**src/rtl/sd_pkg.sv**
```systemverilog
`default_nettype none
// +----------------------------------------------------------------------+
// | Package : sd_pkg                                                     |
// | Shared definitions for the SD CMD-line card responder: controller   |
// | state encoding, frame lengths, command indices, CRC7 polynomial.     |
// | Revision: 1.0  initial release                                       |
// +----------------------------------------------------------------------+
package sd_pkg;

  typedef enum logic [2:0] {
    ST_IDLE  = 3'd0,
    ST_RX    = 3'd1,
    ST_CHECK = 3'd2,
    ST_WAIT  = 3'd3,
    ST_TX    = 3'd4
  } sd_state_e;

  localparam int CMD_FRAME_LEN    = 48;   // command and R1 frame length
  localparam int R2_FRAME_LEN     = 136;  // R2 (CID) frame length
  localparam int CRC_DATA_LEN     = 40;   // bits covered by CRC7 in a 48-bit frame

  localparam int CMD_GO_IDLE      = 0;
  localparam int CMD_ALL_SEND_CID = 2;
  localparam int CMD_SEND_CID     = 10;

  // x^7 + x^3 + 1 with the x^7 term implied
  localparam logic [6:0] CRC7_POLY = 7'h09;

  // Commands answered with the long CID response
  function automatic logic is_r2_index(input logic [5:0] idx);
    return (idx == 6'(CMD_ALL_SEND_CID)) || (idx == 6'(CMD_SEND_CID));
  endfunction

endpackage
`default_nettype wire

```
**src/rtl/sd_cmd_responder_if.sv**
```systemverilog
`default_nettype none
// +----------------------------------------------------------------------+
// | Interface : sd_cmd_responder_if                                      |
// | CMD-line and command-report signals of the SD card responder.        |
// |   slave  : the responder (card side)                                 |
// |   master : the environment (host model / bench)                      |
// | Signals: bit_en, cmd_in, cmd_out, cmd_oe, cid_reg, card_status,      |
// |          cmd_valid, cmd_index, cmd_arg, crc_err, busy                |
// | Revision: 1.0  initial release                                       |
// +----------------------------------------------------------------------+
interface sd_cmd_responder_if;
  logic         bit_en;
  logic         cmd_in;
  logic         cmd_out;
  logic         cmd_oe;
  logic [127:0] cid_reg;
  logic [31:0]  card_status;
  logic         cmd_valid;
  logic [5:0]   cmd_index;
  logic [31:0]  cmd_arg;
  logic         crc_err;
  logic         busy;

  modport slave (
    input  bit_en, cmd_in, cid_reg, card_status,
    output cmd_out, cmd_oe, cmd_valid, cmd_index, cmd_arg, crc_err, busy
  );

  modport master (
    output bit_en, cmd_in, cid_reg, card_status,
    input  cmd_out, cmd_oe, cmd_valid, cmd_index, cmd_arg, crc_err, busy
  );
endinterface
`default_nettype wire

```
**src/rtl/sd_crc7.sv**
```systemverilog
`default_nettype none
// +----------------------------------------------------------------------+
// | Module : sd_crc7                                                     |
// | Serial CRC7 (x^7+x^3+1) generator, one bit per enabled cycle, MSB    |
// | of the message first.                                                |
// | Ports: ex_clk, reset (async, active-low), clear (sync, wins over en),|
// |        en, din -> crc[6:0]                                           |
// | Revision: 1.0  initial release                                       |
// +----------------------------------------------------------------------+
module sd_crc7
  import sd_pkg::*;
(
  input  logic       ex_clk,
  input  logic       reset,
  input  logic       clear,
  input  logic       en,
  input  logic       din,
  output logic [6:0] crc
);

  logic [6:0] crc_q;
  logic       w_fb;

  assign w_fb = din ^ crc_q[6];

  always_ff @(posedge ex_clk or negedge reset) begin
    if (!reset) begin
      crc_q <= '0;
    end else if (clear) begin
      crc_q <= '0;
    end else if (en) begin
      crc_q <= {crc_q[5:0], 1'b0} ^ (w_fb ? CRC7_POLY : 7'h00);
    end
  end

  assign crc = crc_q;

endmodule
`default_nettype wire

```
**src/rtl/sd_cmd_responder.sv**
```systemverilog
`default_nettype none
// +----------------------------------------------------------------------+
// | Module : sd_cmd_responder                                            |
// | Card-side SD CMD-line endpoint. Receives 48-bit command frames,      |
// | checks transmission bit, CRC7 and end bit, reports the command and   |
// | answers with R1 (48 bits) or R2 (136 bits, CID) after NCR idle bits. |
// | Ports: ex_clk  system clock                                          |
// |        reset   asynchronous active-low reset                         |
// |        bus     sd_cmd_responder_if.slave (CMD line + command report) |
// | Parameter: NCR idle bit periods before the response (2..64)         |
// | Revision: 1.0  initial release                                       |
// +----------------------------------------------------------------------+
module sd_cmd_responder
  import sd_pkg::*;
#(
  parameter int NCR = 2
) (
  input  logic                 ex_clk,
  input  logic                 reset,
  sd_cmd_responder_if.slave    bus
);

  sd_state_e     state_q;
  logic [47:0]   rx_q;
  logic [5:0]    rx_cnt_q;      // frame bits received so far, start bit included
  logic [6:0]    wait_cnt_q;
  logic [135:0]  tx_q;          // response, left aligned, shifted out MSB first
  logic [7:0]    tx_cnt_q;      // response bits already driven
  logic          tx_r2_q;

  logic          cmd_out_q;
  logic          cmd_oe_q;
  logic          cmd_valid_q;
  logic          crc_err_q;
  logic [5:0]    cmd_index_q;
  logic [31:0]   cmd_arg_q;
  logic          busy_q;

  logic [6:0]    w_crc;
  logic          w_crc_clear;
  logic          w_crc_en;
  logic          w_crc_din;
  logic          w_pass;
  logic [5:0]    w_idx;
  logic [31:0]   w_arg;
  logic          w_is_r2;
  logic          w_wait_done;
  logic [7:0]    w_tx_len;
  logic          w_tx_bit;
  logic [1:0]    w_unused;

  // Frame layout in rx_q: bit 1 (start) at [47], bit 48 (end) at [0]
  assign w_idx   = rx_q[45:40];
  assign w_arg   = rx_q[39:8];
  assign w_pass  = rx_q[46] && (rx_q[7:1] == w_crc) && rx_q[0];
  assign w_is_r2 = is_r2_index(w_idx);

  // Start bit is always 0 here; the CID CRC/spare bit is replaced by our own end bit
  assign w_unused = {rx_q[47], bus.cid_reg[0]};

  assign w_wait_done = (wait_cnt_q == 7'(NCR - 1));
  assign w_tx_len    = tx_r2_q ? 8'(R2_FRAME_LEN) : 8'(CMD_FRAME_LEN);

  // R1 tail is generated here: CRC7 of the first 40 bits, then the end bit.
  // For tx_cnt 40..46 the low three bits of the count run 0..6 because 40 is
  // a multiple of 8, so they select the CRC bit directly.
  always_comb begin
    w_tx_bit = tx_q[135];
    if (!tx_r2_q && (tx_cnt_q >= 8'(CRC_DATA_LEN))) begin
      if (tx_cnt_q >= 8'(CMD_FRAME_LEN - 1)) begin
        w_tx_bit = 1'b1;
      end else begin
        w_tx_bit = w_crc[3'd6 - tx_cnt_q[2:0]];
      end
    end
  end

  // One CRC engine serves both directions: cleared on the start bit (the start
  // bit is 0 so skipping it leaves the register unchanged) and on TX entry.
  assign w_crc_clear = bus.bit_en &&
                       (((state_q == ST_IDLE) && !bus.cmd_in) ||
                        ((state_q == ST_WAIT) && w_wait_done));
  assign w_crc_en    = bus.bit_en &&
                       (((state_q == ST_RX) && (rx_cnt_q < 6'(CRC_DATA_LEN))) ||
                        ((state_q == ST_TX) && !tx_r2_q && (tx_cnt_q < 8'(CRC_DATA_LEN))));
  assign w_crc_din   = (state_q == ST_RX) ? bus.cmd_in : w_tx_bit;

  sd_crc7 u_crc7 (
    .ex_clk (ex_clk),
    .reset  (reset),
    .clear  (w_crc_clear),
    .en     (w_crc_en),
    .din    (w_crc_din),
    .crc    (w_crc)
  );

  always_ff @(posedge ex_clk or negedge reset) begin
    if (!reset) begin
      state_q     <= ST_IDLE;
      rx_q        <= '0;
      rx_cnt_q    <= '0;
      wait_cnt_q  <= '0;
      tx_q        <= '0;
      tx_cnt_q    <= '0;
      tx_r2_q     <= 1'b0;
      cmd_out_q   <= 1'b1;
      cmd_oe_q    <= 1'b0;
      cmd_valid_q <= 1'b0;
      crc_err_q   <= 1'b0;
      cmd_index_q <= '0;
      cmd_arg_q   <= '0;
      busy_q      <= 1'b0;
    end else begin
      cmd_valid_q <= 1'b0;
      crc_err_q   <= 1'b0;
      case (state_q)
        ST_IDLE: begin
          if (bus.bit_en && !bus.cmd_in) begin
            state_q  <= ST_RX;
            rx_q     <= '0;          // start bit already in place at [0]
            rx_cnt_q <= 6'd1;
            busy_q   <= 1'b1;
          end
        end

        ST_RX: begin
          if (bus.bit_en) begin
            rx_q     <= {rx_q[46:0], bus.cmd_in};
            rx_cnt_q <= rx_cnt_q + 6'd1;
            if (rx_cnt_q == 6'(CMD_FRAME_LEN - 1)) begin
              state_q <= ST_CHECK;
            end
          end
        end

        ST_CHECK: begin
          if (!w_pass) begin
            crc_err_q <= 1'b1;
            state_q   <= ST_IDLE;
            busy_q    <= 1'b0;
          end else begin
            cmd_valid_q <= 1'b1;
            cmd_index_q <= w_idx;
            cmd_arg_q   <= w_arg;
            if (w_idx == 6'(CMD_GO_IDLE)) begin
              state_q <= ST_IDLE;
              busy_q  <= 1'b0;
            end else begin
              state_q    <= ST_WAIT;
              wait_cnt_q <= '0;
              tx_r2_q    <= w_is_r2;
              tx_q       <= w_is_r2 ?
                            {2'b00, 6'b111111, bus.cid_reg[127:1], 1'b1} :
                            {2'b00, w_idx, bus.card_status, 96'd0};
            end
          end
        end

        ST_WAIT: begin
          if (bus.bit_en) begin
            if (w_wait_done) begin
              state_q  <= ST_TX;
              tx_cnt_q <= '0;
            end else begin
              wait_cnt_q <= wait_cnt_q + 7'd1;
            end
          end
        end

        ST_TX: begin
          if (bus.bit_en) begin
            if (tx_cnt_q == w_tx_len) begin
              cmd_oe_q  <= 1'b0;
              cmd_out_q <= 1'b1;
              state_q   <= ST_IDLE;
              busy_q    <= 1'b0;
            end else begin
              cmd_oe_q  <= 1'b1;
              cmd_out_q <= w_tx_bit;
              tx_q      <= {tx_q[134:0], 1'b0};
              tx_cnt_q  <= tx_cnt_q + 8'd1;
            end
          end
        end

        default: begin
          state_q   <= ST_IDLE;
          cmd_oe_q  <= 1'b0;
          cmd_out_q <= 1'b1;
          busy_q    <= 1'b0;
        end
      endcase
    end
  end

  assign bus.cmd_out   = cmd_out_q;
  assign bus.cmd_oe    = cmd_oe_q;
  assign bus.cmd_valid = cmd_valid_q;
  assign bus.crc_err   = crc_err_q;
  assign bus.cmd_index = cmd_index_q;
  assign bus.cmd_arg   = cmd_arg_q;
  assign bus.busy      = busy_q;

endmodule
`default_nettype wire
```
**src/flat_wrapper.sv**
```systemverilog
// flat-port wrapper written by rule: the top's interface ports become plain ports
module sd_cmd_responder_flat import sd_pkg::*;
#(
  parameter int NCR = 2
)
  (ex_clk, reset, bus_bit_en, bus_cmd_in, bus_cid_reg, bus_card_status, bus_cmd_out, bus_cmd_oe, bus_cmd_valid, bus_cmd_index, bus_cmd_arg, bus_crc_err, bus_busy);
  sd_cmd_responder_if bus_i ();
  input  logic ex_clk;
  input  logic reset;
  input wire logic [$bits(bus_i.bit_en)-1:0] bus_bit_en;
  input wire logic [$bits(bus_i.cmd_in)-1:0] bus_cmd_in;
  input wire logic [$bits(bus_i.cid_reg)-1:0] bus_cid_reg;
  input wire logic [$bits(bus_i.card_status)-1:0] bus_card_status;
  output wire logic [$bits(bus_i.cmd_out)-1:0] bus_cmd_out;
  output wire logic [$bits(bus_i.cmd_oe)-1:0] bus_cmd_oe;
  output wire logic [$bits(bus_i.cmd_valid)-1:0] bus_cmd_valid;
  output wire logic [$bits(bus_i.cmd_index)-1:0] bus_cmd_index;
  output wire logic [$bits(bus_i.cmd_arg)-1:0] bus_cmd_arg;
  output wire logic [$bits(bus_i.crc_err)-1:0] bus_crc_err;
  output wire logic [$bits(bus_i.busy)-1:0] bus_busy;
  assign bus_i.bit_en = bus_bit_en;
  assign bus_i.cmd_in = bus_cmd_in;
  assign bus_i.cid_reg = bus_cid_reg;
  assign bus_i.card_status = bus_card_status;
  assign bus_cmd_out = bus_i.cmd_out;
  assign bus_cmd_oe = bus_i.cmd_oe;
  assign bus_cmd_valid = bus_i.cmd_valid;
  assign bus_cmd_index = bus_i.cmd_index;
  assign bus_cmd_arg = bus_i.cmd_arg;
  assign bus_crc_err = bus_i.crc_err;
  assign bus_busy = bus_i.busy;
  sd_cmd_responder #(.NCR(NCR)) u_core (.ex_clk(ex_clk), .reset(reset), .bus(bus_i));
endmodule
```
**config.mk**
```make
export PLATFORM = sky130hd
export DESIGN_NAME = sd_cmd_responder_flat
export DESIGN_NICKNAME = d
export VERILOG_FILES = /design/src/rtl/sd_pkg.sv /design/src/rtl/sd_cmd_responder_if.sv /design/src/rtl/sd_crc7.sv /design/src/rtl/sd_cmd_responder.sv /design/src/flat_wrapper.sv
export SDC_FILE = /design/constraint.sdc
export NUM_CORES = 1
export LEC_CHECK = 0
export ABC_AREA = 0
export BUFFER_PORTS_ARGS = -buffer_cell sky130_fd_sc_hd__buf_2
export CORE_MARGIN = 1
export CORE_UTILIZATION = 60
export CTS_CLUSTER_SIZE = 40
export DETAILED_ROUTE_END_ITERATION = 6
export GPL_ROUTABILITY_DRIVEN = 0
export PLACE_DENSITY = 0.8
export SLEW_MARGIN = 10
export SYNTH_ARGS = -nofsm -noshare
export SYNTH_HDL_FRONTEND = slang
export SYNTH_SLANG_ARGS = --single-unit
export TNS_END_PERCENT = 5
```
**constraint.sdc**
```tcl
create_clock -name ex_clk -period 7.63 [get_ports ex_clk]
set_input_delay 2.289 -clock ex_clk [delete_from_list [all_inputs] [get_ports ex_clk]]
set_output_delay 2.289 -clock ex_clk [all_outputs]
set_load 0.01 [all_outputs]
```
==> impl_metrics.tcl <==
set metrics [dict create \
    swShare 0.215 \
    cts_resized 0 \
    hold_start "u_core.bus.cmd_arg[5]" \
    holdWs_ps 499 \
    clk_latency_ps 530 \
    r2r_slack_ps 3770 \
    cp_top_family "buffers and inverters" \
    synth-edff-count 0 \
    drc 0 \
    clkSinkCount 258 \
    end_kind "flip-flop" \
    ys_seq_elements 258 \
    cts_hold_buf 0 \
    io_pins 207 \
    antenna_found_initial 2 \
    ys_top_cells_by_area "dfrtp_1 (52%), o21ai_0 (6.5%), nand2_1 (6.2%)" \
    holdPathEnd "u_core.bus.cmd_arg[5]" \
    highest_layer "met4" \
    rr_worst_depth 7 \
    cts_root_buffer "clkbuf_16" \
    routed_wl_microns 29900 \
    yosysMostFrequentCell "dfrtp_1" \
    r2r_start "u_core.state_q[0]" \
    final_max_slew_viol_count 0 \
    crit_chain "buf_2 > inv_1 > a221oi_1 > o211ai_4 > and2_4 > buf_4 > mux2_2" \
    hold_path_class "reg -> reg" \
    ant_nets 0 \
    die_h_microns 146 \
    crit_fanout 97 \
    hold_viol 0 \
    clockBufferDepth 3 \
    ir_drop_uv 175 \
    hpwlAfterDp_microns 17700 \
    comb_power_share 0.046 \
    design_area_sq_mm 0.0145 \
    met2_length_microns 13800 \
    die_area_sq_mm 0.0214 \
    max_freq_mhz 223 \
    final_nets 1634 \
    cp.arrival_ps 4890 \
    syn-num-nets 1501 \
    tns_ps 0 \
    worst_pin_slew_ps 1160 \
    drt_iter0_drc 910 \
    cts_tree "built" \
    skew_ps 11.6 \
    overflow 0 \
    crit_path_top_delay_cell "and2_4" \
    critical_path_class "in -> reg" \
    holdPathStages 1 \
    finalCriticalPeriod_ps 4480 \
    clockPowerShare 0.471 \
    wl_met3_microns 2040 \
    setup_viol 0 \
    grt_pass1_vias 9952 \
    ys_warn_count 0 \
    slowest_delay_ps 740 \
    vias 10500 \
    status "finished, final reports clean" \
    grt_usage 0.280 \
    p_sw_mw 0.628 \
    die_w_microns 146 \
    synth_cell_type_count 57 \
    drv_cap 0 \
    power_density_mw_per_mm2 202 \
    syn_area_sq_mm 0.0125 \
    p_int_mw 2.29 \
    synth_ff_type "dfrtp_1" \
    worst-path-buf-inv 3 \
    synthArstFlopShare 1.00 \
    p_leak_nw 7.32 \
    h-tree-depth 1 \
    start_util 0.614 \
    via_per_inst 5.98 \
    grt_pass1_wl_microns 49900 \
    synth_top_area_cell "dfrtp_1" \
    final_cells 1756 \
    worstReg2RegEnd "u_core.tx_q[97]" \
    grt_max_degree 138 \
    core_area_sq_mm 0.0203 \
    drtPass1Iterations 7 \
    row_count 52 \
    routedWlPerCell_microns 17.0 \
    synth_common_cells "dfrtp_1 (257), nand2_1 (206), o21ai_0 (161), nand3_1 (110), clkbuf_1 (104)" \
    area_growth_pct 16.0 \
    fin_crit_sh 0.588 \
    wl_met1_microns 13100 \
    post-cts-setup-buffer-count 0 \
    power_mw 2.92 \
    start_kind "input pin" \
    grt_setup_unrepaired "no" \
    drive_gt1_frac 0.234 \
    clk_pin_slew_worst_paths_ps 60 \
    syn_area_per_cell_sq_um 9.37 \
    io_buffers 205 \
    slew_headroom 0.227 \
    synth-seq-area-share 0.518 \
    dp_cells 1705 \
    cts_buffers 27 \
    postSynthCellCount 1331 \
    critPathRequiredTime_ps 8030 \
    seq_power_share 0.483 \
    place_area_sq_mm 0.0135 \
    synth_top_area_frac 0.516 \
]
## power groups by stage
stage | registers (mW) | clock network, mW | logic [mW]
after floorplan | 1.43 | 0 | 0.0562
after global placement | 1.43 | 0 | 0.133
after detailed placement | 1.43 | 0 | 0.136
after CTS | 1.41 | 1.40 | 0.137
after global routing | 1.41 | 1.45 | 0.155
final | 1.41 | 1.37 | 0.135
## cells in the final DEF (no fill, tap or decap), drive strengths merged, types with 4 or more instances in the layout
cell	count
o21ai	161
mux2	70
clkbuf	39
and2	4
bufinv	4
xnor2	8
and3	98
a31oi	34
a21oi	101
nor3	8
ha	6
nand2	206
a211oi	5
nand4	5
xor2	13
nand3	110
buf	218
clkinv	5
or3	5
o31ai	8
dfrtp	257
o22ai	5
inv	11
nor2	55
## layout make-up
class	instances	area [sq um]
flip-flops and latches	258	6460
fillers	1550	5840
multi-input cells	948	5550
repair buffers	218	1130
clock buffers	39	781
well taps	270	338
clock inverters	10	153
inverters	11	41.3
diodes	2	5.00
## logic make-up (layout without fill, tap and decap cells)
group	after synthesis	in the layout	synth area share
AND/OR/NAND/NOR	513	513	0.198
flip-flops	258	258	0.518
AO/OA/AOI/OAI	334	334	0.147
adder cells (fa/ha/maj)	6	6	0.00602
other	0	2	0
buffers and inverters	125	278	0.0410
XOR/XNOR	21	21	0.0148
multiplexers	74	74	0.0759
## registers in the layout, summed over array words and instances, names as in the netlist
| register | cells |
|---|---|
| u_core.tx_cnt_q | 8 |
| u_core.bus.crc_err | 1 |
| u_core.bus.cmd_oe | 1 |
| u_core.tx_r2_q | 1 |
| u_core.bus.cmd_arg | 32 |
| u_core.u_crc7.crc | 7 |
| u_core.bus.cmd_valid | 1 |
| u_core.bus.busy | 1 |
| u_core.tx_q | 136 |
| u_core.bus.cmd_index | 6 |
| u_core.state_q | 3 |
| u_core.bus.cmd_out | 1 |
| u_core.wait_cnt_q | 7 |
| u_core.rx_cnt_q | 6 |
| u_core.rx_q | 47 |
## layer usage
| metal | vias to the layer above | global-route usage |
|---|---|---|
| met5 | - | 0 |
| met4 | 0 | 0.0880 |
| met3 | 73 | 0.0434 |
| met2 | 400 | 0.431 |
| met1 | 5084 | 0.408 |
| li1 | 4943 | - |
## stage by stage
stage / util / worst slack, ps
after floorplan: - / 3360
after global placement: 0.666 / 2640
after CTS: 0.712 / 3180
final: 0.712 / 3150
after global routing: 0.712 / 3010
after detailed placement: 0.666 / 2640
## worst max-delay path by stage
stage	startpoint	to	depth (start not counted)
6_report	bus_bit_en	u_core.tx_q[97]	7
5_1_grt	bus_bit_en	u_core.tx_q[97]	7
4_1_cts	bus_bit_en	u_core.tx_q[97]	7
3_5_place_dp	bus_bit_en	u_core.tx_q[97]	7
3_3_place_gp	bus_bit_en	u_core.tx_q[98]	7
2_1_floorplan	bus_bit_en	u_core.tx_q[100]	10
(Power assumes the default switching activity.)
